[config.mk]
export PLATFORM = sky130hd
export DESIGN_NAME = lcd_write_ctrl
export DESIGN_NICKNAME = d
export VERILOG_FILES = /design/src/rtl/lcd_pkg.sv /design/src/rtl/lcd_cmd_fifo.sv /design/src/rtl/lcd_write_ctrl.sv
export SDC_FILE = /design/constraint.sdc
export NUM_CORES = 1
export LEC_CHECK = 0
export CAP_MARGIN = 25
export CELL_PAD_IN_SITES_DETAIL_PLACEMENT = 0
export CELL_PAD_IN_SITES_GLOBAL_PLACEMENT = 1
export CORE_MARGIN = 2
export CORE_UTILIZATION = 45
export DETAILED_ROUTE_END_ITERATION = 8
export PLACE_DENSITY_LB_ADDON = 0.1
export SYNTH_ARGS = -nofsm -noshare
export SYNTH_HDL_FRONTEND = slang
export SYNTH_SLANG_ARGS = --single-unit
[constraint.sdc]
create_clock -name clk_i -period 3.6 [get_ports clk_i]
set_clock_uncertainty 0.2 [all_clocks]
set_input_delay 0.54 -clock clk_i [delete_from_list [all_inputs] [get_ports clk_i]]
set_output_delay 0.54 -clock clk_i [all_outputs]
set_load 0.03 [all_outputs]
[src/rtl/lcd_pkg.sv]
// Shared types and constants for the HD44780 write controller.
// Optional macro LCD_INIT_SEQ_EN adds the power-up wait and init ROM.
package lcd_pkg;

  typedef enum logic [2:0] {
    ST_IDLE,
    ST_SETUP,
    ST_ENHI,
    ST_HOLD,
    ST_EXEC
`ifdef LCD_INIT_SEQ_EN
    ,
    ST_PWRUP,
    ST_INIT
`endif
  } lcd_state_t;

  typedef struct packed {
    logic       rs;
    logic [7:0] data;
  } lcd_cmd_t;

  localparam logic [7:0] CMD_CLEAR    = 8'h01;
  localparam logic [7:0] CMD_HOME     = 8'h02;
  localparam logic [7:0] CMD_HOME_ALT = 8'h03;

  // Clear/home instructions need the long execution wait.
  function automatic logic is_long(input logic rs,
                                   input logic [7:0] data);
    return !rs && (data == CMD_CLEAR ||
                   data == CMD_HOME  ||
                   data == CMD_HOME_ALT);
  endfunction

  // A zero-length phase still takes one cycle.
  function automatic int eff_cyc(input int p);
    return (p < 1) ? 1 : p;
  endfunction

  function automatic int max_int(input int a, input int b);
    return (a > b) ? a : b;
  endfunction

`ifdef LCD_INIT_SEQ_EN
  localparam int INIT_LEN = 5;
  // Entry 0 is the LSB byte: 0x38, 0x38, 0x0C, 0x01, 0x06.
  localparam logic [INIT_LEN-1:0][7:0] INIT_ROM =
    {8'h06, 8'h01, 8'h0C, 8'h38, 8'h38};
`endif

endpackage

[src/rtl/lcd_cmd_fifo.sv]
// Synchronous FIFO of lcd_cmd_t; wrap-bit pointers give full/empty.
// Ports: clk, rst, push, wdata, pop, rdata (head), full, empty.
module lcd_cmd_fifo
  import lcd_pkg::*;
#(
  parameter int FIFO_DEPTH = 8
) (
  input  logic     clk,
  input  logic     rst,
  input  logic     push,
  input  lcd_cmd_t wdata,
  input  logic     pop,
  output lcd_cmd_t rdata,
  output logic     full,
  output logic     empty
);

  localparam int AW = $clog2(FIFO_DEPTH);

  lcd_cmd_t     mem [FIFO_DEPTH];
  logic [AW:0]  wp;
  logic [AW:0]  rp;
  logic         do_push;
  logic         do_pop;

  assign empty   = (wp == rp);
  assign full    = (wp[AW] != rp[AW]) &&
                   (wp[AW-1:0] == rp[AW-1:0]);
  assign rdata   = mem[rp[AW-1:0]];
  assign do_push = push && !full;
  assign do_pop  = pop && !empty;

  always_ff @(posedge clk) begin
    if (rst) begin
      wp <= '0;
      rp <= '0;
    end else begin
      if (do_push) wp <= wp + 1'b1;
      if (do_pop)  rp <= rp + 1'b1;
    end
  end

  always_ff @(posedge clk) begin
    if (do_push) mem[wp[AW-1:0]] <= wdata;
  end

endmodule

[src/rtl/lcd_write_ctrl.sv]
// Queues LCD write commands and replays them to an HD44780 panel with
// setup / enable / hold / execution timing. Ports: cmd_valid_i,
// cmd_ready_o, cmd_rs_i, cmd_data_i (command in); lcd_on_i/o, lcd_en_o,
// lcd_rs_o, lcd_rw_o, lcd_data_o (panel pins); busy_o.
// Macro LCD_INIT_SEQ_EN: power-up wait plus built-in init sequence.
module lcd_write_ctrl
  import lcd_pkg::*;
#(
  parameter int FIFO_DEPTH      = 8,
  parameter int T_SETUP_CYC     = 2,
  parameter int T_EN_CYC        = 12,
  parameter int T_HOLD_CYC      = 2,
  parameter int T_EXEC_CYC      = 2000,
  parameter int T_EXEC_LONG_CYC = 80000,
  parameter int T_PWRUP_CYC     = 750000
) (
  input  logic       clk_i,
  input  logic       rst_i,
  input  logic       cmd_valid_i,
  output logic       cmd_ready_o,
  input  logic       cmd_rs_i,
  input  logic [7:0] cmd_data_i,
  input  logic       lcd_on_i,
  output logic       busy_o,
  output logic       lcd_on_o,
  output logic       lcd_en_o,
  output logic       lcd_rs_o,
  output logic       lcd_rw_o,
  output logic [7:0] lcd_data_o
);

`ifdef LCD_INIT_SEQ_EN
  localparam bit INIT_EN = 1'b1;
`else
  localparam bit INIT_EN = 1'b0;
`endif

  localparam int SET_N  = eff_cyc(T_SETUP_CYC);
  localparam int EN_N   = eff_cyc(T_EN_CYC);
  localparam int HOLD_N = eff_cyc(T_HOLD_CYC);
  localparam int EXEC_N = eff_cyc(T_EXEC_CYC);
  localparam int LONG_N = eff_cyc(T_EXEC_LONG_CYC);
  localparam int PWR_N  =
    INIT_EN ? eff_cyc(T_PWRUP_CYC) : 1;

  localparam int MAX_N =
    max_int(max_int(max_int(SET_N, EN_N),
                    max_int(HOLD_N, EXEC_N)),
            max_int(LONG_N, PWR_N));
  localparam int CW = $clog2(MAX_N + 1);

  localparam logic [CW-1:0] SET_LD  = CW'(SET_N - 1);
  localparam logic [CW-1:0] EN_LD   = CW'(EN_N - 1);
  localparam logic [CW-1:0] HOLD_LD = CW'(HOLD_N - 1);
  localparam logic [CW-1:0] EXEC_LD = CW'(EXEC_N - 1);
  localparam logic [CW-1:0] LONG_LD = CW'(LONG_N - 1);
`ifdef LCD_INIT_SEQ_EN
  localparam logic [CW-1:0] PWR_LD  = CW'(PWR_N - 1);
`endif

  lcd_state_t    state;
  logic [CW-1:0] cnt;
  logic          en;
  logic          rs;
  logic [7:0]    data;
  logic          on;

  lcd_cmd_t      wr_cmd;
  lcd_cmd_t      head;
  logic          full;
  logic          empty;
  logic          push;
  logic          pop;
  logic          ready;

`ifdef LCD_INIT_SEQ_EN
  logic [2:0]    init_idx;
  logic          init_done;
  assign ready = init_done && !full;
`else
  logic          up;
  assign ready = up && !full;
`endif

  assign wr_cmd = '{rs: cmd_rs_i, data: cmd_data_i};
  assign push   = cmd_valid_i && ready;
  assign pop    = (state == ST_IDLE) && !empty;

  lcd_cmd_fifo #(
    .FIFO_DEPTH (FIFO_DEPTH)
  ) u_fifo (
    .clk   (clk_i),
    .rst   (rst_i),
    .push  (push),
    .wdata (wr_cmd),
    .pop   (pop),
    .rdata (head),
    .full  (full),
    .empty (empty)
  );

  always_ff @(posedge clk_i) begin
    if (rst_i) begin
      en    <= 1'b0;
      rs    <= 1'b0;
      data  <= '0;
      on    <= 1'b0;
`ifdef LCD_INIT_SEQ_EN
      state     <= ST_PWRUP;
      cnt       <= PWR_LD;
      init_idx  <= '0;
      init_done <= 1'b0;
`else
      state <= ST_IDLE;
      cnt   <= '0;
      up    <= 1'b0;
`endif
    end else begin
      on <= lcd_on_i;
`ifndef LCD_INIT_SEQ_EN
      up <= 1'b1;
`endif
      unique case (state)
        ST_IDLE: begin
          if (!empty) begin
            rs    <= head.rs;
            data  <= head.data;
            cnt   <= SET_LD;
            state <= ST_SETUP;
          end
        end
        ST_SETUP: begin
          if (cnt == '0) begin
            en    <= 1'b1;
            cnt   <= EN_LD;
            state <= ST_ENHI;
          end else begin
            cnt <= cnt - 1'b1;
          end
        end
        ST_ENHI: begin
          if (cnt == '0) begin
            en    <= 1'b0;
            cnt   <= HOLD_LD;
            state <= ST_HOLD;
          end else begin
            cnt <= cnt - 1'b1;
          end
        end
        ST_HOLD: begin
          if (cnt == '0) begin
            cnt   <= is_long(rs, data) ? LONG_LD : EXEC_LD;
            state <= ST_EXEC;
          end else begin
            cnt <= cnt - 1'b1;
          end
        end
        ST_EXEC: begin
          if (cnt == '0) begin
`ifdef LCD_INIT_SEQ_EN
            state <= init_done ? ST_IDLE : ST_INIT;
`else
            state <= ST_IDLE;
`endif
          end else begin
            cnt <= cnt - 1'b1;
          end
        end
`ifdef LCD_INIT_SEQ_EN
        ST_PWRUP: begin
          if (cnt == '0) state <= ST_INIT;
          else           cnt   <= cnt - 1'b1;
        end
        ST_INIT: begin
          if (init_idx == 3'(INIT_LEN)) begin
            init_done <= 1'b1;
            state     <= ST_IDLE;
          end else begin
            rs       <= 1'b0;
            data     <= INIT_ROM[init_idx];
            init_idx <= init_idx + 1'b1;
            cnt      <= SET_LD;
            state    <= ST_SETUP;
          end
        end
`endif
        default: state <= ST_IDLE;
      endcase
    end
  end

  assign cmd_ready_o = ready;
  assign busy_o      = (state != ST_IDLE) || !empty;
  assign lcd_on_o    = on;
  assign lcd_en_o    = en;
  assign lcd_rs_o    = rs;
  assign lcd_rw_o    = 1'b0;
  assign lcd_data_o  = data;

endmodule

==> run_results.csv, run 1 <==
group,metric,value,unit
detailed_routing,viasPerCell,5.91,
logic_synthesis,seq_area_frac_synth,0.592,
power_and_ir_drop,p_leak,1.82,nW
clocking,clkLatencyLatePin,380,ps
setup_path,r2r_slack,1020,ps
cells_and_area,syn_to_final_growth,13.3,%
placed_design,numPortBuffers,25,
timing,drv_slew,0,
timing,finalSetupTns,0,ps
clocking,cts_htree_levels,3,
detailed_routing,drtAntennaViolNets,0,
setup_path,required,2860,ps
cells_and_area,final_cell_mix,"edfxtp_1 (72), dfxtp_1 (40), nor2_1 (29)",
detailed_routing,avgRoutedWirePerCell,20.3,µm
clocking,root_buffer,"clkbuf_8",
die,start_util,0.462,
cells_and_area,diodes,0,
timing,fmax,315,MHz
cells_and_area,final_common_cell,"edfxtp_1",
power_and_ir_drop,p_int,2.80,mW
detailed_routing,drc,0,
detailed_routing,drt-initial-drc-count,275,
global_routing,grt_pass1_vias,3188,
timing,fin_crit_sh,0.880,
timing,hold_violations,0,
clocking,cts_tree,"built",
global_routing,grt_pass1_wl,17800,µm
setup_path,worst_setup_path_end_kind,"output port",
clocking,post_cts_buffers,0,
logic_synthesis,synthArstFlopShare,0,
power_and_ir_drop,swShare,0.438,
logic_synthesis,syn_avg_cell_area,12.9,µm²
timing,hold_slack,285,ps
logic_synthesis,synth_cell_types,66,
worst_hold_path,hold_class,"reg -> reg",
cells_and_area,drive_above_1_share,0.149,
clocking,hold_buffers,0,
die,pin_count,27,
global_routing,grt_util_all_layers,0.203,
job,drv_cap,0,
die,die_h,109,µm
timing,min_period,3170,ps
placed_design,dpl.hpwl,7640,µm
power_and_ir_drop,p_clk_frac,0.158,
power_and_ir_drop,peakVddDrop,0.487,mV
logic_synthesis,syn_area,0.00501,mm²
clocking,cts_inserted_buffers,9,
detailed_routing,firstDrtPassIters,4,
cells_and_area,nets,434,
timing,rsz0062_at_grt,"no",
detailed_routing,num_vias,3328,
power_and_ir_drop,combPwrFrac,0.493,
cells_and_area,fillerInstances,939,
timing,finalSetupViolCount,0,
clocking,clockBufferDepth,2,
power_and_ir_drop,power.share.sequential,0.349,
die,die-area,0.0120,mm²
clocking,clkTransAtPathRegs,100,ps
die,row_count,38,
timing,slew_headroom,0.541,
logic_synthesis,syn_inst,389,
run_status,outcome,"completed",
clocking,cts.repair.resized,0,
detailed_routing,drt-total-wl,11400,µm
die,coreArea,0.0108,mm²
logic_synthesis,synth-seq-cells,112,
power_and_ir_drop,switching_power,2.18,mW
global_routing,grt_max_degree,23,
setup_path,crit_path_start_kind,"flip-flop",
power_and_ir_drop,fin_total_pwr,4.97,mW
logic_synthesis,synth_edf_count,72,
power_and_ir_drop,power.density,876,mW/mm²
logic_synthesis,synth_nets,405,
die,die_x,109,µm
timing,worst_slew_pin_slew,683,ps
logic_synthesis,synth_top_flop_cell,"edfxtp_1",
setup_path,worst-setup-path-type,"reg -> out",
global_routing,overflow,0,
logic_synthesis,ys_warn_count,0,
clocking,cts_sinks,112,
global_routing,grt_antenna_before_repair,0,
setup_path,cp_max_fo,14,
placed_design,gp_congestion,0.887,
setup_path,arrival,2430,ps
## final timing paths
| check | endpoint | start | cells after the start |
|---|---|---|---|
| hold reg to reg | lcd_en_o | lcd_en_o | 2 |
| setup reg to reg | cnt[11] | cnt[0] | 8 |
| setup / recovery | busy_o | state[2] | 4 |
| hold / removal | lcd_en_o | lcd_en_o | 2 |
## power groups by stage
| stage | Combinational, mW | Clock, mW | Sequential, mW |
|---|---|---|---|
| after detailed placement | 2.43 | 0 | 1.76 |
| after global placement | 2.46 | 0 | 1.76 |
| after floorplan | 1.72 | 0 | 1.79 |
| after global routing | 2.68 | 0.859 | 1.76 |
| after CTS | 2.44 | 0.814 | 1.73 |
| final | 2.45 | 0.787 | 1.73 |
## state kept, by name, indices dropped and copies added (netlist names), 3 cells and up
signal	flops
lcd_data_o	8
u_fifo.wp	4
cnt	17
state	3
u_fifo.mem	72
u_fifo.rp	4
## cell usage after synthesis, types with 2 or more instances
cell,number,area share
mux2i_1,10,0.020
xor2_1,6,0.010
inv_1,8,0.0060
a211oi_1,11,0.016
nor4b_1,4,0.0070
a21o_1,2,0.0030
nor4_1,9,0.011
or3_1,7,0.0087
xnor2_1,8,0.014
mux4_2,18,0.081
o31a_1,3,0.0052
edfxtp_1,72,0.43
o221ai_1,2,0.0035
nor2_1,29,0.022
nor2b_1,5,0.0062
clkbuf_1,14,0.010
nor3_1,15,0.015
nand4_1,6,0.0075
o2bb2ai_1,2,0.0035
dfxtp_1,40,0.16
o31ai_1,2,0.0030
nor3b_1,3,0.0045
and3_1,3,0.0037
a41oi_1,2,0.0035
o21ai_0,17,0.017
maj3_1,2,0.0040
a221o_1,2,0.0040
o22ai_1,2,0.0025
o32ai_1,2,0.0035
buf_6,2,0.0045
a21oi_1,15,0.015
a31oi_1,6,0.0075
nand2_1,14,0.010
nand3_1,7,0.0070
ha_1,3,0.0075
o311ai_0,2,0.0035
buf_2,5,0.0050
## area by class of cell
| type | count | area, µm² | share of cell area |
|---|---|---|---|
| Clock inverter | 7 | 83.8 | 0.0148 |
| Multi-Input combinational cell | 246 | 1930 | 0.340 |
| Timing Repair Buffer | 41 | 370 | 0.0653 |
| Clock buffer | 9 | 124 | 0.0218 |
| Tap cell | 140 | 175 | 0.0309 |
| Sequential cell | 112 | 2960 | 0.522 |
| Inverter | 8 | 30.0 | 0.00529 |
## through the flow
stage               instance area, µm²  worst slack (ps)  utilization  instances
floorplan                         5010               236            -        389
global placement                  5470               925        0.504        547
detailed placement                5470               896        0.504        547
CTS                               5680               452        0.524        563
global route                      5680               262        0.524        563
finish                            5680               430        0.524        563
## cells by family (layout without fill, tap and decap cells)
kind of cell             Yosys count  count (layout)  share of synthesized area
AO/OA/AOI/OAI                     87              87                      0.120
XOR/XNOR                          14              14                     0.0245
flip-flops                       112             112                      0.592
multiplexers                      28              28                      0.101
buffers and inverters             31              65                     0.0282
AND/OR/NAND/NOR                  111             111                      0.122
adder cells (fa/ha/maj)            5               5                     0.0115
other                              1               1                   0.000749
## routing by layer
layer | GRT usage | wire length, µm | up-vias
li1 | - | - | 1592
met1 | 0.254 | 4920 | 1636
met2 | 0.342 | 5840 | 78
met3 | 0.0427 | 375 | 22
met4 | 0.0895 | 303 | 0
met5 | 0 | 0 | -
## worst max-delay path: stages, from the launching register on
cell and delay (ps):
dfxtp_1 650, or3_1 350, nor2_1 110, inv_1 220, clkdlybuf4s50_1 720
(Power assumes the default switching activity.)
==> run 2: changes to the inputs <==
PLACE_DENSITY = 0.85   (was unset)
PLACE_DENSITY_LB_ADDON = unset   (was 0.1)
==> run_results.csv, run 2 (synthesized netlist as in run 1, its figures left out) <==
group,metric,value,unit
setup_path,worst_setup_path_end_kind,"output port",
power_and_ir_drop,power.share.sequential,0.355,
global_routing,grt_antenna_before_repair,0,
power_and_ir_drop,switching_power,2.18,mW
setup_path,reg2regPathDepth,7,
power_and_ir_drop,fin_total_pwr,4.89,mW
detailed_routing,firstDrtPassIters,5,
cells_and_area,nets,432,
clocking,clkTransAtPathRegs,100,ps
power_and_ir_drop,p_int,2.71,mW
cells_and_area,final_cell_mix,"edfxtp_1 (72), dfxtp_1 (40), nor2_1 (29)",
timing,fmax,315,MHz
cells_and_area,largest_register_ff_count,72,
setup_path,worst-setup-path-type,"reg -> out",
timing,hold_violations,0,
cells_and_area,syn_to_final_growth,12.5,%
setup_path,cp_cell_sequence,"or3_1, nor2_1, inv_1, clkdlybuf4s50_1",
power_and_ir_drop,power.density,868,mW/mm²
setup_path,critPathMaxStageDelay,740,ps
timing,drv_slew,0,
job,drv_cap,0,
detailed_routing,avgRoutedWirePerCell,20.1,µm
worst_hold_path,hold_class,"reg -> reg",
global_routing,overflow,0,
die,start_util,0.462,
setup_path,critical_path_buf_inv_count,2,
clocking,hold_buffers,0,
clocking,cts_inserted_buffers,9,
detailed_routing,drt-initial-drc-count,357,
clocking,clockBufferDepth,2,
worst_hold_path,min_path_cells,2,
setup_path,cp_max_fo,14,
setup_path,arrival,2430,ps
global_routing,use_met3,0.0433,
detailed_routing,num_vias,3445,
die,row_count,38,
run_status,outcome,"completed",
placed_design,numPortBuffers,25,
power_and_ir_drop,p_clk_frac,0.145,
global_routing,grt_pass1_wl,17700,µm
global_routing,grt.met2_usage,0.332,
timing,slew_headroom,0.421,
detailed_routing,drt-total-wl,11200,µm
die,die_h,109,µm
setup_path,rr_endpoint,"cnt[16]",
die,coreArea,0.0108,mm²
cells_and_area,diodes,0,
detailed_routing,drc,0,
power_and_ir_drop,p_leak,1.80,nW
power_and_ir_drop,swShare,0.445,
worst_hold_path,hold-path-endpoint,"lcd_en_o",
clocking,clkLatencyLatePin,380,ps
cells_and_area,drive_above_1_share,0.143,
clocking,root_buffer,"clkbuf_8",
detailed_routing,viasPerCell,6.15,
die,pin_count,27,
die,die_x,109,µm
power_and_ir_drop,combPwrFrac,0.500,
timing,finalSetupTns,0,ps
clocking,cts_htree_levels,3,
timing,finalSetupViolCount,0,
setup_path,crit_slowest_cell,"clkdlybuf4s50_1",
setup_path,crit_family,"buffers and inverters",
timing,rsz0062_at_grt,"no",
clocking,cts_tree,"built",
setup_path,timing.rr.start,"cnt[0]",
power_and_ir_drop,peakVddDrop,0.430,mV
detailed_routing,drtAntennaViolNets,0,
cells_and_area,final_common_cell,"edfxtp_1",
global_routing,grt_pass1_vias,3312,
placed_design,gp_congestion,0.935,
worst_hold_path,min-delay-start,"lcd_en_o",
setup_path,required,2860,ps
timing,fin_crit_sh,0.881,
global_routing,grt_util_all_layers,0.199,
timing,worst_slew_pin_slew,861,ps
placed_design,dpl.hpwl,7680,µm
global_routing,busiest_layer,"met2",
clocking,cts.repair.resized,0,
global_routing,grt_max_degree,25,
setup_path,crit_path_start_kind,"flip-flop",
setup_path,cp.depth,4,
clocking,post_cts_buffers,0,
setup_path,r2r_slack,830,ps
clocking,cts_sinks,112,
timing,min_period,3170,ps
die,die-area,0.0120,mm²
global_routing,use_met1,0.253,
cells_and_area,final_util,0.520,
-- run 2: cell type report --
class	count	area [µm²]
fillers	931	5210
flip-flops and latches	112	2960
multi-input cells	246	1930
repair buffers	39	355
well taps	140	175
clock buffers	9	124
clock inverters	6	57.6
inverters	8	30.0
-- run 2: worst max path at each step --
stage / startpoint / endpoint / slack [ps]
finish: state[2] / busy_o / 430
detailed placement: u_fifo.wp[0] / cmd_ready_o / 890
floorplan: u_fifo.wp[0] / u_fifo.mem[1][0] / 240
global placement: u_fifo.wp[0] / cmd_ready_o / 900
global route: u_fifo.wp[0] / cmd_ready_o / 300
CTS: u_fifo.wp[0] / cmd_ready_o / 450
-- run 2: per-stage QoR --
stage / hold slack (ps) / worst slack [ps] / instances / cell area, µm²
6_report: 285 / 427 / 560 / 5630
5_1_grt: 303 / 296 / 560 / 5630
4_1_cts: 289 / 455 / 560 / 5630
3_5_place_dp: 272 / 892 / 545 / 5450
3_3_place_gp: 267 / 905 / 545 / 5450
2_1_floorplan: 292 / 236 / 389 / 5010
-- run 2: routing by layer --
| metal | wire (µm) | vias to the layer above |
|---|---|---|
| met3 | 794 | 31 |
| met1 | 4490 | 1667 |
| li1 | - | 1587 |
| met4 | 315 | 0 |
| met5 | 0 | - |
| met2 | 5650 | 160 |
-- run 2: worst reg2reg max path, cell delays in order (launching register included) --
cell      delay (ps)
dfxtp_1          370
inv_1            110
ha_1             200
or3b_2           550
nor4_1           690
a21boi_0         210
o22ai_1          210
a221oi_1         100
-- run 2: power by group through the flow --
stage          registers [mW]  clock network (mW)  logic (mW)
4_1_cts                  1.73               0.731        2.40
3_5_place_dp             1.76                   0        2.39
3_3_place_gp             1.75                   0        2.38
2_1_floorplan            1.79                   0        1.72
5_1_grt                  1.77               0.780        2.64
6_report                 1.74               0.711        2.44
